## src/rtl/block_demux_reg_pkg.sv

```systemverilog
// Shared constants and helpers for the registered 1-to-N demultiplexer.
package block_demux_reg_pkg;

    localparam int DEF_WIDTH = 8;
    localparam int DEF_SEL_W = 2;
    localparam int POP_MAX   = 256;

    function automatic int num_dest(input int sel_w);
        return 1 << sel_w;
    endfunction

    // Callers zero-extend their valid vector to POP_MAX bits.
    function automatic int unsigned popcount(input logic [POP_MAX-1:0] v);
        int unsigned cnt;
        cnt = 0;
        for (int i = 0; i < POP_MAX; i++) begin
            cnt = cnt + {31'd0, v[i]};
        end
        return cnt;
    endfunction

endpackage

```

## src/rtl/block_demux_slot.sv

```systemverilog
// One-deep holding register for a single demux destination.
module block_demux_slot
    import block_demux_reg_pkg::*;
#(
    parameter int WIDTH = DEF_WIDTH
) (
    input  logic             i_clk,
    input  logic             i_rst,
    input  logic             i_load,
    input  logic             i_ack,
    input  logic [WIDTH-1:0] i_data,
    output logic             o_valid,
    output logic [WIDTH-1:0] o_data,
    output logic             o_valid_nxt
);

    logic             valid_d, valid_q;
    logic [WIDTH-1:0] data_d, data_q;

    // A load in the same cycle as an ack keeps the slot full with the new word.
    always_comb begin
        valid_d = valid_q;
        data_d  = data_q;
        if (i_load) begin
            valid_d = 1'b1;
            data_d  = i_data;
        end else if (i_ack) begin
            valid_d = 1'b0;
        end
    end

    always_ff @(posedge i_clk) begin
        if (i_rst) begin
            valid_q <= 1'b0;
            data_q  <= '0;
        end else begin
            valid_q <= valid_d;
            data_q  <= data_d;
        end
    end

    assign o_valid     = valid_q;
    assign o_data      = data_q;
    assign o_valid_nxt = valid_d;

endmodule

```

## src/rtl/block_demux_reg.sv

```systemverilog
// Registered 1-to-N demultiplexer: steers a selected word into per-destination slots.
module block_demux_reg
    import block_demux_reg_pkg::*;
#(
    parameter int WIDTH = DEF_WIDTH,
    parameter int SEL_W = DEF_SEL_W
) (
    input  logic                                i_clk,
    input  logic                                i_rst,
    input  logic                                i_valid,
    input  logic [SEL_W-1:0]                    i_sel,
    input  logic [WIDTH-1:0]                    i_data,
    output logic                                o_ready,
    output logic [num_dest(SEL_W)-1:0]          o_valid,
    output logic [num_dest(SEL_W)*WIDTH-1:0]    o_data,
    input  logic [num_dest(SEL_W)-1:0]          i_ack,
    output logic [SEL_W:0]                      o_occ
);

    localparam int N = num_dest(SEL_W);

    logic               accept;
    logic [N-1:0]       load;
    logic [N-1:0]       valid_nxt;
    logic [POP_MAX-1:0] pop_vec;
    logic [SEL_W:0]     occ_d, occ_q;

    // Ready looks only at the selected slot, so a full slot stalls just its own traffic.
    always_comb begin
        o_ready      = !o_valid[i_sel] || i_ack[i_sel];
        accept       = i_valid && o_ready;
        load         = '0;
        load[i_sel]  = accept;
    end

    for (genvar d = 0; d < N; d++) begin : g_slot
        block_demux_slot #(
            .WIDTH (WIDTH)
        ) u_slot (
            .i_clk       (i_clk),
            .i_rst       (i_rst),
            .i_load      (load[d]),
            .i_ack       (i_ack[d]),
            .i_data      (i_data),
            .o_valid     (o_valid[d]),
            .o_data      (o_data[d*WIDTH +: WIDTH]),
            .o_valid_nxt (valid_nxt[d])
        );
    end

    // Occupancy is counted from the slots' next valid bits so it updates on the same edge.
    always_comb begin
        pop_vec        = '0;
        pop_vec[N-1:0] = valid_nxt;
        occ_d          = (SEL_W+1)'(popcount(pop_vec));
    end

    always_ff @(posedge i_clk) begin
        if (i_rst) begin
            occ_q <= '0;
        end else begin
            occ_q <= occ_d;
        end
    end

    assign o_occ = occ_q;

endmodule
```

## config.mk

```make
export PLATFORM = sky130hd
export DESIGN_NAME = block_demux_reg
export DESIGN_NICKNAME = d
export VERILOG_FILES = /design/src/rtl/block_demux_reg_pkg.sv /design/src/rtl/block_demux_slot.sv /design/src/rtl/block_demux_reg.sv
export SDC_FILE = /design/constraint.sdc
export NUM_CORES = 1
export LEC_CHECK = 0
export CAP_MARGIN = 30
export CORE_MARGIN = 5
export CORE_UTILIZATION = 40
export CTS_CLUSTER_SIZE = 10
export DETAILED_ROUTE_END_ITERATION = 12
export PLACE_DENSITY = 0.72
export SKIP_CTS_REPAIR_TIMING = 1
export SLEW_MARGIN = 20
export SYNTH_ARGS = -nofsm -noshare
export SYNTH_HDL_FRONTEND = slang
export SYNTH_SLANG_ARGS = --single-unit
```

## constraint.sdc

```tcl
create_clock -name i_clk -period 2.2 [get_ports i_clk]
set_input_delay 0.44 -clock i_clk [delete_from_list [all_inputs] [get_ports i_clk]]
set_output_delay 0.44 -clock i_clk [all_outputs]
set_load 0.01 [all_outputs]
```

==> flow_summary.toml <==
[setup_path]
cp.arrival_ps = 1700
worst-r2r-cell-count = 7
crit_buf_inv = 2
regToRegEndpoint = "o_occ[1]"
crit_path_max_incr_delay_ps = 480
crit_family = "buffers and inverters"
cp_max_fo = 4
rr_startpoint = "g_slot[1].u_slot.o_valid"
crit_chain = "clkdlybuf4s50_1, nand2b_4, mux4_1, dlymetal6s2s_1"
crit_slowest_cell = "mux4_1"
start_kind = "input port"
rrSetupSlack_ps = 340
critical_path_class = "in2out"
required_ps = 1760
critPathCaptureType = "output pin"

[synthesis]
synth_cell_types = 19
synth-async-reset-ratio_pct = 0
synth_top_area_share_pct = 47.2
yosys_warnings = 0
yosysMostFrequentCell = "nand2b_1"
synth_fp_nets = 170
synth-simple-area-share_pct = 23.5
synth_area_leaders = "dfxtp_1 (47%), mux2i_1 (19%), nand2b_1 (16%)"
synth-seq-area-share_pct = 47.2
synth_top_family_by_area = "simple AND/OR/NAND/NOR gates"
synth_top_area_cell = "dfxtp_1"
syn_inst = 150
synth_xor_area_share_pct = 0
avgSynthCellArea_um2 = 11.0
synth_area_mm2 = 0.00165
synth_commonest_cells = "nand2b_1 (43), dfxtp_1 (39), mux2i_1 (32), buf_4 (5)"
synth-edff-count = 0
ys.flop_type = "dfxtp_1"
ys_ff_latch = 39
synthMuxAreaShare_pct = 21.0
synth-adder-area-share_pct = 2.72
synth-compound-area-share_pct = 1.21

[power_and_ir_drop]
leakage_uw = 0.00108
ir_worst_vdd_uv = 401
p_per_area_mw_per_mm2 = 643

[finish]
utilization_pct = 61.3
fin_nets = 231
drive_gt1_share_pct = 12.3
antenna_cells = 0
fillers = 334
syn_to_final_growth_pct = 48.2

[sta]
worst_slew_pin_slew_ps = 324
hold_viol = 0
finalSetupTns_ps = 0
rsz0062_at_grt = "no"
hold_ws_ps = 472
setup_viol = 0
period_share_pct = 97.2
slew_headroom_pct = 78.4
layout_min_cycle_time_ps = 2140
report.final.slew_viol_count = 0
fmax_ghz = 0.468
fin_worst_skew_ps = 5.95

[routing]
vias = 1256
drt_pass1_iterations = 4
highest_layer = "met4"
wl_met2_um = 1860
viasPerCell = 4.79
wl_per_cell_um = 14.9
drtIter0Drc = 65
drt-met1-wl_um = 1660
wl_met3_um = 341
drc = 0
finalWirelength_um = 3890
ant_nets = 0

[hold_path]
min-delay-start = "g_slot[3].u_slot.o_data[2]"
min_path_cells = 2
whs_endpoint = "g_slot[3].u_slot.o_data[2]"
hp-class = "reg2reg"

[floorplan]
die_x_um = 74.3
io_pins = 57
dieArea_mm2 = 0.00552
coreArea_mm2 = 0.00400
die_h_um = 74.3
start_util_pct = 41.4
rows = 23

[clock_network]
cts_made_buffers = 5
path_clk_slew_ps = 80
cts_max_level = 2
cts.path.max_buffers = 2
clk_latency_ps = 290
root_buffer = "clkbuf_8"
clkSinkCount = 39
cts_tree = "built"

[global_route]
antenna_found_initial = 0
overflow = 0
grt_max_degree = 48
grt_usage_pct = 14.8
grt_pass1_vias = 1309
grt_pass1_wl_um = 6230

[place]
portBuffers = 56
gp_congestion = 0.838
hpwlAfterDp_um = 2910

[flow_run]
drv_cap = 0

[status]
outcome = "completed"
## metrics by stage
stage | cell area (um^2) | cells | power [uW] | worst slack [ps]
floorplan | 1650 | 150 | 861 | 26.0
global placement | 2290 | 253 | 965 | -305
detailed placement | 2290 | 253 | 973 | -417
CTS | 2410 | 261 | 1580 | -338
global route | 2450 | 262 | 1650 | 9.56
finish | 2450 | 262 | 1580 | 62.6
## tightest hold or removal path, cell delays in order (launching register included)
cell	delay [ps]
dfxtp_1	320
nand2b_1	60
mux2i_1	50
## per-layer routing
| metal | GRT usage, % | up-vias |
|---|---|---|
| met4 | 4.15 | 0 |
| met1 | 18.3 | 588 |
| li1 | - | 614 |
| met2 | 24.0 | 49 |
| met5 | 0 | - |
| met3 | 6.08 | 5 |
## state kept, by name, summed over array words and instances, names as in the netlist
name,flops
g_slot.u_slot.o_valid,4
g_slot.u_slot.o_data,32
o_occ,3
## worst max-delay path by stage
stage | depth (start not counted) | startpoint | endpoint
2_1_floorplan | 8 | i_sel[0] | o_occ[1]
3_3_place_gp | 8 | i_sel[1] | o_occ[1]
3_5_place_dp | 8 | i_sel[1] | o_occ[1]
4_1_cts | 4 | i_ack[0] | o_ready
5_1_grt | 8 | i_ack[3] | o_occ[1]
6_report | 4 | i_ack[0] | o_ready
## power by group
group	internal (uW)	total, uW	switching (uW)
combinational	126	212	85.5
sequential	732	747	14.9
clock	367	617	250
## logic make-up (layout without fill, tap and decap cells)
kind of cell / after synthesis / after routing
DFF: 39 / 39
buffers and inverters: 13 / 75
and+or+nand+nor: 58 / 58
adders and majority gates: 3 / 3
AOI/OAI and AO/OA: 4 / 4
muxes: 33 / 33
## cell usage in the layout, fill, tap and decap left out, types with 2 or more instances in the layout
cell type         n
clkbuf_8          6
dlymetal6s2s_1    4
ha_1              2
mux2i_1          32
nor2b_1           3
a21oi_1           4
clkdlybuf4s50_1  52
nand2_1           3
nand2b_4          3
dfxtp_1          39
nand4b_1          2
buf_4            10
nand2b_1         41
## cell type report
class,count,area (um^2),area share (%)
clock inverter,2,35.0,1.43
clock buffer,6,82.6,3.37
multi-input combinational,98,825,33.6
tap,50,62.6,2.55
sequential,39,781,31.9
timing repair buffer,67,666,27.2
Power figures use the tool's default switching activity.
